`config.mk`:
```
export PLATFORM = sky130hd
export DESIGN_NAME = cfg_afu_cap_loader_flat
export DESIGN_NICKNAME = d
export VERILOG_FILES = /design/src/rtl/cfg_afu_cap_loader_if.sv /design/src/rtl/cfg_afu_cap_loader.sv /design/src/flat_wrapper.sv
export SDC_FILE = /design/constraint.sdc
export NUM_CORES = 1
export LEC_CHECK = 0
export CAP_MARGIN = 20
export CORE_ASPECT_RATIO = 1.25
export CORE_UTILIZATION = 55
export CTS_CLUSTER_SIZE = 12
export DETAILED_ROUTE_END_ITERATION = 8
export PLACE_DENSITY_LB_ADDON = 0.12
export RECOVER_POWER = 50
export SKIP_CTS_REPAIR_TIMING = 1
export SYNTH_ARGS = -nofsm -noshare
export SYNTH_HDL_FRONTEND = slang
export SYNTH_SLANG_ARGS = --single-unit
```
`constraint.sdc`:
```
create_clock -name clock -period 3.95 [get_ports clock]
set_input_delay 0.5925 -clock clock [delete_from_list [all_inputs] [get_ports clock]]
set_output_delay 0.5925 -clock clock [all_outputs]
set_load 0.02 [all_outputs]
```
`src/rtl/cfg_afu_cap_loader_if.sv`:
```
// cfg_afu_cap_loader_if: load-word stream from the flash/VPD sequencer into the capability loader.
interface cfg_afu_cap_loader_if;
    logic        ld_valid;
    logic        ld_ready;
    logic        ld_glob;
    logic [4:0]  ld_afu;
    logic [2:0]  ld_field;
    logic [31:0] ld_data;
    logic        ld_last;

    modport master (
        output ld_valid, ld_glob, ld_afu, ld_field, ld_data, ld_last,
        input  ld_ready
    );

    modport slave (
        input  ld_valid, ld_glob, ld_afu, ld_field, ld_data, ld_last,
        output ld_ready
    );
endinterface

```
`src/rtl/cfg_afu_cap_loader.sv`:
```
// cfg_afu_cap_loader: function-1 read-only capability fields for NUM_AFU AFUs.
// Defaults come from parameters; a post-reset load stream may override them into a shadow
// copy, which is validated and then committed atomically to the active copy driving outputs.
// Optional feature macro: CFG_AFU_CAP_RELOAD_EN (adds reload_req to restart loading from DONE).
module cfg_afu_cap_loader #(
    parameter int unsigned NUM_AFU        = 1,
    parameter logic [63:0] BAR0_SIZE_DEF  = 64'hFFFF_FFFF_FC00_0000,
    parameter logic [4:0]  PASID_W_DEF    = 5'd9,
    parameter logic [11:0] ACTAG_LEN_DEF  = 12'h020,
    parameter logic [7:0]  RST_DUR_DEF    = 8'h10,
    parameter logic [15:0] SUBSYS_ID_DEF  = 16'h066B,
    parameter logic [15:0] SUBSYS_VID_DEF = 16'h1014,
    parameter int unsigned LOAD_TIMEOUT   = 4096
) (
    input  logic                     clock,
    input  logic                     reset_n,
    cfg_afu_cap_loader_if.slave      ld,
`ifdef CFG_AFU_CAP_RELOAD_EN
    input  logic                     reload_req,
`endif
    output logic                     cfg_ready,
    output logic                     load_err,
    output logic                     load_timeout,
    output logic                     bad_addr,
    output logic [63:0]              f1_ro_csh_mmio_bar0_size,
    output logic [15:0]              f1_ro_csh_subsystem_id,
    output logic [15:0]              f1_ro_csh_subsystem_vendor_id,
    output logic [4:0]               f1_ro_pasid_max_pasid_width,
    output logic [4:0]               f1_ro_ofunc_max_afu_index,
    output logic [NUM_AFU*8-1:0]     f1_ro_octrl_reset_duration,
    output logic [NUM_AFU*5-1:0]     f1_ro_octrl_pasid_len_supported,
    output logic [NUM_AFU*12-1:0]    f1_ro_octrl_actag_len_supported,
    output logic [NUM_AFU*6-1:0]     f1_ro_octrl_afu_control_index
);
    localparam int unsigned IDX_W = (NUM_AFU > 1) ? $clog2(NUM_AFU) : 1;
    localparam int unsigned CNT_W = (LOAD_TIMEOUT > 1) ? $clog2(LOAD_TIMEOUT) : 1;

    typedef enum logic [1:0] {ST_LOAD, ST_CHECK, ST_COMMIT, ST_DONE} state_t;

    state_t             r_state;
    logic [CNT_W-1:0]   r_cnt;
    logic [IDX_W-1:0]   r_idx;
    logic               r_ld_ready;
    logic               r_cfg_ready;
    logic               r_load_err;
    logic               r_load_timeout;
    logic               r_bad_addr;
    logic               r_fail;

    logic [63:0]        r_sh_bar0,  r_act_bar0;
    logic [15:0]        r_sh_sid,   r_act_sid;
    logic [15:0]        r_sh_vid,   r_act_vid;
    logic [4:0]         r_sh_pmax,  r_act_pmax;
    logic [11:0]        r_sh_actag [NUM_AFU];
    logic [11:0]        r_act_actag[NUM_AFU];
    logic [4:0]         r_sh_plen  [NUM_AFU];
    logic [4:0]         r_act_plen [NUM_AFU];
    logic [7:0]         r_sh_rdur  [NUM_AFU];
    logic [7:0]         r_act_rdur [NUM_AFU];

    logic               w_xfer;
    logic               w_glob_hit;
    logic               w_afu_hit;
    logic               w_timeout;
    logic [63:0]        w_bar0_inv;
    logic               w_glob_bad;
    logic               w_afu_bad;
    logic [IDX_W-1:0]   w_ld_idx;

    // Handshake decode and field address classification
    assign w_xfer     = ld.ld_valid & r_ld_ready;
    assign w_glob_hit = ld.ld_glob & (ld.ld_field <= 3'd3);
    assign w_afu_hit  = ~ld.ld_glob & (ld.ld_field == 3'd0) & ({1'b0, ld.ld_afu} < 6'(NUM_AFU));
    assign w_ld_idx   = ld.ld_afu[IDX_W-1:0];
    assign w_timeout  = (r_cnt == CNT_W'(LOAD_TIMEOUT - 1));

    // Validation: bar0 mask must be ones-then-zeros, i.e. its inverse is a low run of ones
    assign w_bar0_inv = ~r_sh_bar0;
    assign w_glob_bad = ((w_bar0_inv & (w_bar0_inv + 64'd1)) != 64'd0) ||
                        (r_sh_bar0[19:0] != 20'd0) || (r_sh_pmax > 5'd20);
    assign w_afu_bad  = (r_sh_actag[r_idx] == 12'd0) || (r_sh_plen[r_idx] > r_sh_pmax);

    // Load / check / commit sequencer with shadow and active capability copies
    always_ff @(posedge clock or negedge reset_n) begin
        if (!reset_n) begin
            r_state        <= ST_LOAD;
            r_cnt          <= '0;
            r_idx          <= '0;
            r_ld_ready     <= 1'b0;
            r_cfg_ready    <= 1'b0;
            r_load_err     <= 1'b0;
            r_load_timeout <= 1'b0;
            r_bad_addr     <= 1'b0;
            r_fail         <= 1'b0;
            r_sh_bar0      <= BAR0_SIZE_DEF;
            r_act_bar0     <= BAR0_SIZE_DEF;
            r_sh_sid       <= SUBSYS_ID_DEF;
            r_act_sid      <= SUBSYS_ID_DEF;
            r_sh_vid       <= SUBSYS_VID_DEF;
            r_act_vid      <= SUBSYS_VID_DEF;
            r_sh_pmax      <= PASID_W_DEF;
            r_act_pmax     <= PASID_W_DEF;
            for (int i = 0; i < int'(NUM_AFU); i++) begin
                r_sh_actag[i]  <= ACTAG_LEN_DEF;
                r_act_actag[i] <= ACTAG_LEN_DEF;
                r_sh_plen[i]   <= PASID_W_DEF;
                r_act_plen[i]  <= PASID_W_DEF;
                r_sh_rdur[i]   <= RST_DUR_DEF;
                r_act_rdur[i]  <= RST_DUR_DEF;
            end
        end else begin
            case (r_state)
                ST_LOAD: begin
                    r_cnt <= r_cnt + CNT_W'(1);
                    if (w_xfer) begin
                        if (w_glob_hit) begin
                            case (ld.ld_field)
                                3'd0:    r_sh_bar0[31:0]  <= ld.ld_data;
                                3'd1:    r_sh_bar0[63:32] <= ld.ld_data;
                                3'd2:    begin
                                    r_sh_vid <= ld.ld_data[31:16];
                                    r_sh_sid <= ld.ld_data[15:0];
                                end
                                default: r_sh_pmax <= ld.ld_data[4:0];
                            endcase
                        end else if (w_afu_hit) begin
                            r_sh_actag[w_ld_idx] <= ld.ld_data[11:0];
                            r_sh_plen[w_ld_idx]  <= ld.ld_data[16:12];
                            r_sh_rdur[w_ld_idx]  <= ld.ld_data[24:17];
                        end else begin
                            r_bad_addr <= 1'b1;
                        end
                    end
                    // A final word arriving on the timeout cycle takes priority
                    if (w_xfer && ld.ld_last) begin
                        r_state    <= ST_CHECK;
                        r_ld_ready <= 1'b0;
                        r_idx      <= '0;
                        r_fail     <= 1'b0;
                    end else if (w_timeout) begin
                        r_state        <= ST_DONE;
                        r_ld_ready     <= 1'b0;
                        r_load_timeout <= 1'b1;
                    end else begin
                        r_ld_ready <= 1'b1;
                    end
                end
                ST_CHECK: begin
                    if (w_glob_bad || w_afu_bad) begin
                        r_fail <= 1'b1;
                    end
                    if (r_idx == IDX_W'(NUM_AFU - 1)) begin
                        r_state <= ST_COMMIT;
                    end else begin
                        r_idx <= r_idx + IDX_W'(1);
                    end
                end
                ST_COMMIT: begin
                    if (r_fail) begin
                        r_load_err <= 1'b1;
                    end else begin
                        r_act_bar0  <= r_sh_bar0;
                        r_act_sid   <= r_sh_sid;
                        r_act_vid   <= r_sh_vid;
                        r_act_pmax  <= r_sh_pmax;
                        r_act_actag <= r_sh_actag;
                        r_act_plen  <= r_sh_plen;
                        r_act_rdur  <= r_sh_rdur;
                    end
                    r_state <= ST_DONE;
                end
                default: begin
                    r_cfg_ready <= 1'b1;
`ifdef CFG_AFU_CAP_RELOAD_EN
                    // Reload restarts from the committed values, not from parameter defaults
                    if (reload_req) begin
                        r_state        <= ST_LOAD;
                        r_cnt          <= '0;
                        r_ld_ready     <= 1'b1;
                        r_cfg_ready    <= 1'b0;
                        r_load_err     <= 1'b0;
                        r_load_timeout <= 1'b0;
                        r_bad_addr     <= 1'b0;
                        r_sh_bar0      <= r_act_bar0;
                        r_sh_sid       <= r_act_sid;
                        r_sh_vid       <= r_act_vid;
                        r_sh_pmax      <= r_act_pmax;
                        r_sh_actag     <= r_act_actag;
                        r_sh_plen      <= r_act_plen;
                        r_sh_rdur      <= r_act_rdur;
                    end
`endif
                end
            endcase
        end
    end

    // Outputs come from the active copy only
    assign ld.ld_ready                     = r_ld_ready;
    assign cfg_ready                       = r_cfg_ready;
    assign load_err                        = r_load_err;
    assign load_timeout                    = r_load_timeout;
    assign bad_addr                        = r_bad_addr;
    assign f1_ro_csh_mmio_bar0_size        = r_act_bar0;
    assign f1_ro_csh_subsystem_id          = r_act_sid;
    assign f1_ro_csh_subsystem_vendor_id   = r_act_vid;
    assign f1_ro_pasid_max_pasid_width     = r_act_pmax;
    assign f1_ro_ofunc_max_afu_index       = 5'(NUM_AFU - 1);

    // Per-AFU output packing, AFU i in slice i
    for (genvar g = 0; g < NUM_AFU; g++) begin : g_afu
        assign f1_ro_octrl_reset_duration[g*8 +: 8]       = r_act_rdur[g];
        assign f1_ro_octrl_pasid_len_supported[g*5 +: 5]  = r_act_plen[g];
        assign f1_ro_octrl_actag_len_supported[g*12 +: 12] = r_act_actag[g];
        assign f1_ro_octrl_afu_control_index[g*6 +: 6]    = 6'(g);
    end
endmodule

```
`src/flat_wrapper.sv`:
```
// flat-port wrapper written by rule: the top's interface ports become plain ports
module cfg_afu_cap_loader_flat 
#(
    parameter int unsigned NUM_AFU        = 1,
    parameter logic [63:0] BAR0_SIZE_DEF  = 64'hFFFF_FFFF_FC00_0000,
    parameter logic [4:0]  PASID_W_DEF    = 5'd9,
    parameter logic [11:0] ACTAG_LEN_DEF  = 12'h020,
    parameter logic [7:0]  RST_DUR_DEF    = 8'h10,
    parameter logic [15:0] SUBSYS_ID_DEF  = 16'h066B,
    parameter logic [15:0] SUBSYS_VID_DEF = 16'h1014,
    parameter int unsigned LOAD_TIMEOUT   = 4096
)
  (clock, reset_n, cfg_ready, load_err, load_timeout, bad_addr, f1_ro_csh_mmio_bar0_size, f1_ro_csh_subsystem_id, f1_ro_csh_subsystem_vendor_id, f1_ro_pasid_max_pasid_width, f1_ro_ofunc_max_afu_index, f1_ro_octrl_reset_duration, f1_ro_octrl_pasid_len_supported, f1_ro_octrl_actag_len_supported, f1_ro_octrl_afu_control_index, ld_ld_valid, ld_ld_glob, ld_ld_afu, ld_ld_field, ld_ld_data, ld_ld_last, ld_ld_ready);
  cfg_afu_cap_loader_if ld_i ();
  input  logic clock;
  input  logic reset_n;
  output logic cfg_ready;
  output logic load_err;
  output logic load_timeout;
  output logic bad_addr;
  output logic [63:0] f1_ro_csh_mmio_bar0_size;
  output logic [15:0] f1_ro_csh_subsystem_id;
  output logic [15:0] f1_ro_csh_subsystem_vendor_id;
  output logic [4:0] f1_ro_pasid_max_pasid_width;
  output logic [4:0] f1_ro_ofunc_max_afu_index;
  output logic [NUM_AFU*8-1:0] f1_ro_octrl_reset_duration;
  output logic [NUM_AFU*5-1:0] f1_ro_octrl_pasid_len_supported;
  output logic [NUM_AFU*12-1:0] f1_ro_octrl_actag_len_supported;
  output logic [NUM_AFU*6-1:0] f1_ro_octrl_afu_control_index;
  input wire logic [$bits(ld_i.ld_valid)-1:0] ld_ld_valid;
  input wire logic [$bits(ld_i.ld_glob)-1:0] ld_ld_glob;
  input wire logic [$bits(ld_i.ld_afu)-1:0] ld_ld_afu;
  input wire logic [$bits(ld_i.ld_field)-1:0] ld_ld_field;
  input wire logic [$bits(ld_i.ld_data)-1:0] ld_ld_data;
  input wire logic [$bits(ld_i.ld_last)-1:0] ld_ld_last;
  output wire logic [$bits(ld_i.ld_ready)-1:0] ld_ld_ready;
  assign ld_i.ld_valid = ld_ld_valid;
  assign ld_i.ld_glob = ld_ld_glob;
  assign ld_i.ld_afu = ld_ld_afu;
  assign ld_i.ld_field = ld_ld_field;
  assign ld_i.ld_data = ld_ld_data;
  assign ld_i.ld_last = ld_ld_last;
  assign ld_ld_ready = ld_i.ld_ready;
  cfg_afu_cap_loader #(.NUM_AFU(NUM_AFU), .BAR0_SIZE_DEF(BAR0_SIZE_DEF), .PASID_W_DEF(PASID_W_DEF), .ACTAG_LEN_DEF(ACTAG_LEN_DEF), .RST_DUR_DEF(RST_DUR_DEF), .SUBSYS_ID_DEF(SUBSYS_ID_DEF), .SUBSYS_VID_DEF(SUBSYS_VID_DEF), .LOAD_TIMEOUT(LOAD_TIMEOUT)) u_core (.clock(clock), .reset_n(reset_n), .ld(ld_i), .cfg_ready(cfg_ready), .load_err(load_err), .load_timeout(load_timeout), .bad_addr(bad_addr), .f1_ro_csh_mmio_bar0_size(f1_ro_csh_mmio_bar0_size), .f1_ro_csh_subsystem_id(f1_ro_csh_subsystem_id), .f1_ro_csh_subsystem_vendor_id(f1_ro_csh_subsystem_vendor_id), .f1_ro_pasid_max_pasid_width(f1_ro_pasid_max_pasid_width), .f1_ro_ofunc_max_afu_index(f1_ro_ofunc_max_afu_index), .f1_ro_octrl_reset_duration(f1_ro_octrl_reset_duration), .f1_ro_octrl_pasid_len_supported(f1_ro_octrl_pasid_len_supported), .f1_ro_octrl_actag_len_supported(f1_ro_octrl_actag_len_supported), .f1_ro_octrl_afu_control_index(f1_ro_octrl_afu_control_index));
endmodule
```
==> impl_metrics.ini, run 1 <==
[drt]
first_pass_iters = 4
route.vias.total = 7109
detail_route.vias_per_cell = 5.65
drt_wl_total_um = 26000
route.detailed.drc = 0
drt_iter0_drc = 315
wl_per_cell_um = 20.7
antenna_left = 0

[clocking]
htreeDepth = 1
cts_tree = yes
cts.sinks = 272
clkTransAtPathRegs_ps = 60
cts_buffers = 27
root_buffer = clkbuf_16
clock_latency_ps = 520
cts.path.max_buffers = 3

[synthesis]
synth_seq_cells = 272
synth-edff-count = 0
synth_area_leaders = dfrtp_1 (36%), dfstp_2 (25%), mux2_2 (24%), nor2_1 (1.2%), ha_1 (1.2%)
synth.avg_cell_area_um2 = 14.3
netlist_area_um2 = 11300
async_flop_share_pct = 100
synthFlopType = dfrtp_1
synth_largest_type_area_fraction_pct = 36.4
syn_inst = 787
synth-seq-area-share_pct = 61.6
synth_top_cell_by_area = dfrtp_1
synth.distinct_cells = 49
yosys_warnings = 0

[power_and_ir_drop]
power.density_nw_per_um2 = 372
power.internal_w = 0.00416
netSwitchingFraction_pct = 20.7
ir_drop_uv = 431
seqPwrFrac_pct = 53.2
pwr-share-clk_pct = 44.2
switching_power_w = 0.00109
combPwrFrac_pct = 2.6
p_leak_nw = 6.44

[floorplanning]
dieArea_um2 = 21100
core-area_um2 = 20100
start_util_pct = 56.1
io_pins = 187
die_w_um = 130
rows = 58
fp.dieH_um = 162

[outcome]
status = finished, violations left
violations = max-capacitance violations, max-slew violations

[worst_setup_path]
cp_max_fo = 48
crit_arrival_ps = 3210
end_kind = register
crit_type = reg2reg
r2r_slack_ps = 1140
startpoint_type = register
crit_required_ps = 4350

[timing]
max_freq_mhz = 355
hold_violations = 0
tightest_slew_ps = 1710
rsz0062_at_grt = no
drv_slew = 35
finalCriticalPeriod_ps = 2810
tns_ps = 0
fin_crit_sh_pct = 71.2
relSlewSlack_pct = -14.3
setup_violations = 0
finClkSkew_ps = 8.45

[flow_run]
max_cap_violations = 1

[global_route]
grt_start_max_net_pins = 130
grt_antenna_before_repair = 0
grt_pass1_wl_um = 41300
grt_use_total_pct = 25.5
overflow = 0
grt_pass1_vias = 7540

[cells_and_area]
layout_common_cells = mux2_2 (241), clkdlybuf4s50_1 (170), dfrtp_1 (164)
antennaDiodeCount = 0
num-fill-cells = 1434
final_nets = 1025
postLayoutCellArea_um2 = 14100
mostFrequentLayoutCell = mux2_2
synthToLayoutAreaGrowth_pct = 25.1
drive_gt1_share_pct = 40.5

[placement]
gp_congestion = 0.835
port_buffers = 175
place_area_um2 = 13300
dp.final_hpwl_um = 18200

[hold_path]
hold_class = in2async
-- area by class of cell --
cell class / count / area (um^2) / share of cell area [%]
inverter: 13 / 48.8 / 0.346
clock buffer: 47 / 781 / 5.54
tap: 270 / 338 / 2.40
timing repair buffer: 185 / 1840 / 13.0
multi-input combinational: 470 / 4140 / 29.4
sequential: 272 / 6940 / 49.2
clock inverter: 2 / 10.0 / 0.0710
-- power by group through the flow --
stage	sequential (W)	combinational (W)	clock, W
4_1_cts	0.00279	0.000143	0.00237
3_5_place_dp	0.00284	0.000142	0
5_1_grt	0.00279	0.000152	0.00249
6_report	0.00279	0.000136	0.00232
2_1_floorplan	0.00284	0.0000212	0
3_3_place_gp	0.00284	0.000139	0
-- cell families (layout without fill, tap and decap cells) --
logic type	after synthesis	after routing	synth area share, %
muxes	244	244	24.4
other	1	11	0.0333
adders and majority gates	11	11	1.22
and+or+nand+nor	135	135	6.22
AOI/OAI and AO/OA	58	58	3.51
xor gates and xnor gates	11	11	0.855
buffers and inverters	55	247	2.20
DFF	272	272	61.6
-- worst max-delay path: stages (launching register included) --
cell and delay, ps:
dfrtp_1 420, inv_1 90, ha_1 250, nand2b_4 460, clkbuf_2 990, mux2_2 430
-- sequential cells by signal (all words and copies together), names as in the netlist, 12 cells and up --
register / count
u_core.r_sh_actag: 12
u_core.r_sh_vid: 16
u_core.f1_ro_csh_subsystem_vendor_id: 16
u_core.f1_ro_csh_subsystem_id: 16
u_core.f1_ro_csh_mmio_bar0_size: 64
u_core.r_sh_sid: 16
u_core.r_cnt: 12
u_core.r_sh_bar0: 64
u_core.f1_ro_octrl_actag_len_supported: 12
-- path summary, 6_finish.rpt --
kind,start,to,cells past startpoint
max,u_core.r_state[0],u_core.f1_ro_octrl_pasid_len_supported[1],5
min,reset_n,u_core.load_timeout,1
max reg2reg,u_core.r_state[0],u_core.f1_ro_octrl_pasid_len_supported[1],5
min reg2reg,u_core.load_err,u_core.load_err,1
max in group asynchronous,reset_n,u_core.f1_ro_octrl_actag_len_supported[8],2
min in group clock,u_core.load_err,u_core.load_err,1
-- routing by layer --
metal | global-route usage, % | share of wire [%] | vias up
li1 | - | - | 3177
met1 | 33.2 | 41 | 3720
met2 | 43.8 | 52 | 172
met3 | 4.41 | 5.1 | 40
met4 | 6.82 | 2.0 | 0
met5 | 0 | 0 | -
-- synthesized netlist by cell type (all sizes together) (3+ instances only) --
cell type  number
a21oi           7
a31oi           8
a32oi           3
a41oi           3
and2            3
and3            6
buf            13
clkbuf         29
dfrtp         164
dfstp         108
ha             11
inv            13
mux2          243
nand2          23
nand2b          4
nand3          11
nand4           8
nor2           37
nor2b           4
nor3           12
nor4           18
o21ai          13
o22ai           7
or4             3
xnor2           6
xor2            5
-- metrics by stage --
stage | instances | total power [W] | util, % | setup WS (ps) | hold WS [ps]
floorplan | 797 | 0.00286 | - | 1500 | 297
global placement | 1210 | 0.00298 | 66.4 | 1040 | 452
detailed placement | 1210 | 0.00298 | 66.4 | 1030 | 447
CTS | 1259 | 0.00531 | 70.3 | 1180 | 203
global route | 1259 | 0.00543 | 70.1 | 973 | 243
finish | 1259 | 0.00525 | 70.1 | 1140 | 146
Power figures use the tool's default switching activity.
==> run 2, diff against run 1 <==
Settings changed: CORE_UTILIZATION 55 to 53.
Clock period 3.95 ns to 2.8 ns, I/O delays scaled along.
==> impl_metrics.ini, run 2 (synthesis results as in run 1) <==
[outcome]
status = finished, violations left
violations = max-capacitance violations, max-slew violations

[power_and_ir_drop]
netSwitchingFraction_pct = 20.5
seqPwrFrac_pct = 51.6
power.density_nw_per_um2 = 535
switching_power_w = 0.00156
ir_drop_uv = 570
combPwrFrac_pct = 2.6
power.internal_w = 0.00607
pwr-share-clk_pct = 45.8
p_leak_nw = 6.56

[timing]
tightest_slew_ps = 1910
max_freq_mhz = 386
setup_violations = 0
setup_slack_ps = 208
rsz0062_at_grt = no
drv_slew = 74
tns_ps = 0
hold_violations = 0
finalCriticalPeriod_ps = 2590
relSlewSlack_pct = -27.3
fin_crit_sh_pct = 92.6
finClkSkew_ps = 10.8

[floorplanning]
die_w_um = 132
dieArea_um2 = 21900
start_util_pct = 54.1
core-area_um2 = 20800
io_pins = 187
rows = 59
fp.dieH_um = 165

[drt]
route.detailed.drc = 0
first_pass_iters = 5
route.vias.total = 7006
drt_iter0_drc = 214
antenna_left = 0
drt_wl_total_um = 25000
detail_route.vias_per_cell = 5.49
wl_per_cell_um = 19.6

[cells_and_area]
final_nets = 1036
multi_input_area_um2 = 4140
num-fill-cells = 1547
seqCellArea_um2 = 6940
antennaDiodeCount = 0
mostFrequentLayoutCell = mux2_2
drive_gt1_share_pct = 41.1
layout_common_cells = mux2_2 (241), dfrtp_1 (164), clkdlybuf4s50_1 (161)
fin_cells = 1276
synthToLayoutAreaGrowth_pct = 26.6
postLayoutCellArea_um2 = 14300

[worst_setup_path]
crit_buf_inv = 2
crit_required_ps = 3210
crit_family = buffers and inverters
crit_type = reg2reg
r2r_slack_ps = 210
slowest_delay_ps = 940
startpoint_type = register
end_kind = register
crit_arrival_ps = 3000
path_cells = inv_1 -> ha_1 -> nand2b_4 -> buf_2 -> mux2_2
critPathSlowestCell = buf_2
cp_max_fo = 50

[placement]
port_buffers = 175
place_area_um2 = 13500
place_inst = 1223
gp_congestion = 0.925
dp.final_hpwl_um = 17500
place_ws_ps = 232

[global_route]
grt_pass1_wl_um = 40000
grt_start_max_net_pins = 75
grt_pass1_vias = 7080
overflow = 0
grt_antenna_before_repair = 0
grt_use_total_pct = 23.5

[clocking]
clock_latency_ps = 530
clkTransAtPathRegs_ps = 60
cts_tree = yes
htreeDepth = 1
cts.path.max_buffers = 3
cts.sinks = 272
root_buffer = clkbuf_16
cts_buffers = 28

[flow_run]
max_cap_violations = 1

[hold_path]
hold_class = reg2reg
## run 2: changes by cell type in the layout (fill, tap and decap cells not counted), sizes merged
| cell | before | now |
|---|---|---|
| buf | 8 | 16 |
| clkdlybuf4s50 | 170 | 161 |
| clkbuf | 50 | 53 |
| clkinv | 2 | 1 |
| bufinv | 0 | 1 |
| dlygate4sd3 | 4 | 14 |
| inv | 13 | 14 |
## run 2: per-layer routing
layer  share of wire, %  GRT usage, %
met5                  0             0
met4                2.3          6.84
met1                 42          30.7
met2                 51          40.5
met3                4.6          4.11
## run 2: power by group through the flow
stage / registers (W) / clock network [W] / logic (W)
after CTS: 0.00394 / 0.00360 / 0.000209
after global routing: 0.00394 / 0.00374 / 0.000222
after detailed placement: 0.00400 / 0 / 0.000208
after global placement: 0.00400 / 0 / 0.000208
after floorplan: 0.00401 / 0 / 0.0000299
final: 0.00394 / 0.00350 / 0.000198
## run 2: final timing paths
path,startpoint,to,cells past startpoint
max in group asynchronous,reset_n,u_core.f1_ro_csh_mmio_bar0_size[54],3
min in group asynchronous,reset_n,u_core.r_cnt[5],2
min reg2reg,u_core.bad_addr,u_core.bad_addr,1
min,u_core.bad_addr,u_core.bad_addr,1
max,u_core.r_state[0],u_core.f1_ro_csh_mmio_bar0_size[7],5
max reg2reg,u_core.r_state[0],u_core.f1_ro_csh_mmio_bar0_size[7],5
## run 2: metrics by stage
step	util (%)	hold WS [ps]	power, W
after floorplan	-	124	0.00404
after global placement	64.7	441	0.00421
after detailed placement	64.7	441	0.00421
after CTS	68.8	-104	0.00774
after global routing	68.5	480	0.00790
final	68.5	454	0.00764
## run 2: worst register-to-register path: stages (launching register included)
cell and delay (ps):
dfrtp_1 420, inv_1 90, ha_1 240, nand2b_4 310, buf_2 950, mux2_2 460
## run 2: area by class of cell
type	instances	share of cell area (%)
flip-flops and latches	272	48.7
repair buffers	195	13.5
multi-input cells	470	29.0
clock buffers	49	5.75
clock inverters	3	0.325
inverters	13	0.342
well taps	274	2.40
==> run 3, diff against run 2 <==
Settings changed: PLACE_DENSITY set to 0.8, PLACE_DENSITY_LB_ADDON 0.12 to not set.
==> impl_metrics.ini, run 3 (synthesis results as in run 1) <==
[power_and_ir_drop]
combPwrFrac_pct = 2.5
p_leak_nw = 6.49
ir_drop_uv = 451
switching_power_w = 0.00156
netSwitchingFraction_pct = 20.5
power.density_nw_per_um2 = 535
pwr-share-clk_pct = 45.7
power.internal_w = 0.00605
seqPwrFrac_pct = 51.8

[drt]
drt_iter0_drc = 321
first_pass_iters = 5
route.detailed.drc = 0
drt_wl_total_um = 25700
wl_per_cell_um = 20.2
route.vias.total = 7069
antenna_left = 0
detail_route.vias_per_cell = 5.55

[clocking]
root_buffer = clkbuf_16
cts.path.max_buffers = 3
cts_buffers = 28
cts.sinks = 272
htreeDepth = 1
clock_latency_ps = 520
clkTransAtPathRegs_ps = 60
cts_tree = yes

[placement]
place_inst = 1221
port_buffers = 175
dp.final_hpwl_um = 17500
gp_congestion = 0.913

[cells_and_area]
fin_cells = 1274
drive_gt1_share_pct = 40.7
mostFrequentLayoutCell = mux2_2
antennaDiodeCount = 0
num-fill-cells = 1487
synthToLayoutAreaGrowth_pct = 26.2
layout_common_cells = mux2_2 (241), clkdlybuf4s50_1 (174), dfrtp_1 (164)
post-route-util_pct = 68.3
final_nets = 1034

[worst_setup_path]
slowest_delay_ps = 550
cp_max_fo = 6
crit_family = simple AND/OR/NAND/NOR gates
crit_buf_inv = 0
crit_arrival_ps = 2990
crit_required_ps = 3200
startpoint_type = register
crit_type = reg2reg
path_cells = or4_4 -> or4_4 -> nor4b_4 -> a41oi_1 -> a2111oi_2 -> and4_1 -> a21oi_1
critPathSlowestCell = or4_4
end_kind = register
cpMostUsedCell = or4_4

[floorplanning]
die_w_um = 132
rows = 59
dieArea_um2 = 21900
core-area_um2 = 20800
fp.dieH_um = 165
io_pins = 187
start_util_pct = 54.1

[timing]
max_freq_mhz = 386
hold_violations = 0
drv_slew = 76
relSlewSlack_pct = -18.8
finalCriticalPeriod_ps = 2590
rsz0062_at_grt = no
setup_violations = 0
tightest_slew_ps = 1780
fin_crit_sh_pct = 92.6
finClkSkew_ps = 10.4
tns_ps = 0
whs_ps = 473

[global_route]
grt_pass1_wl_um = 40700
grt_use_total_pct = 24.0
grt_start_max_net_pins = 100
overflow = 0
grt_pass1_vias = 7220
grt_antenna_before_repair = 0

[flow_run]
max_cap_violations = 1

[outcome]
status = finished, violations left
violations = max-capacitance violations, max-slew violations

[hold_path]
hold_class = reg2reg
==> run 3: cell types whose count changed in the layout (fill, tap and decap cells not counted) <==
cell	previous run	this run
clkdlybuf4s50_1	161	174
clkbuf_4	1	4
clkbuf_8	2	1
dlygate4sd3_1	14	1
buf_2	1	0
buf_4	11	9
nand2b_1	3	4
clkbuf_2	2	1
buf_6	2	0
clkbuf_1	19	21
nand2b_4	1	0
==> run 3: worst reg2reg max path, cell delays in order (launching register included) <==
cell and delay, ps:
dfstp_2 390, or4_4 560, or4_4 520, nor4b_4 240, a41oi_1 170, a2111oi_2 280
and4_1 240, a21oi_1 70
==> run 3: worst paths after layout <==
check	slack [ps]	end	cells past startpoint	from
worst min-delay path	470	u_core.cfg_ready	1	u_core.cfg_ready
max in group asynchronous	630	u_core.r_sh_vid[1]	3	reset_n
min in group asynchronous	890	u_core.f1_ro_octrl_actag_len_supported[3]	3	reset_n
worst max-delay path	210	u_core.r_fail	7	u_core.r_sh_bar0[45]
worst min register to register	470	u_core.cfg_ready	1	u_core.cfg_ready
worst max register to register	210	u_core.r_fail	7	u_core.r_sh_bar0[45]
==> run 3: cell type report <==
cell class	count	area, um^2	share of cell area (%)
clock buffer	49	811	5.70
clock inverter	3	46.3	0.325
inverter	13	48.8	0.343
multi-input combinational	470	4130	29.1
sequential	272	6940	48.8
tap	274	343	2.41
timing repair buffer	193	1900	13.4
==> run 3: power groups by stage <==
stage | Clock (W) | Combinational (W) | Sequential (W)
floorplan | 0 | 0.0000299 | 0.00401
global placement | 0 | 0.000202 | 0.00400
detailed placement | 0 | 0.000201 | 0.00400
CTS | 0.00355 | 0.000201 | 0.00394
global route | 0.00372 | 0.000210 | 0.00394
finish | 0.00348 | 0.000188 | 0.00394
==> run 3: layer usage <==
layer / routed length (um) / track usage, % / vias up
met5: 0 / 0 / -
met4: 528 / 6.79 / 0
met3: 1140 / 3.74 / 34
met2: 13300 / 42.0 / 171
met1: 10800 / 31.2 / 3667
li1: - / - / 3197
==> run 3: metrics by stage <==
stage,setup slack [ps],area (um^2),total power [W]
after detailed placement,219,13400,0.00420
after floorplan,346,11300,0.00404
final,206,14200,0.00761
after CTS,194,14300,0.00769
after global routing,65.3,14200,0.00787
after global placement,270,13400,0.00421
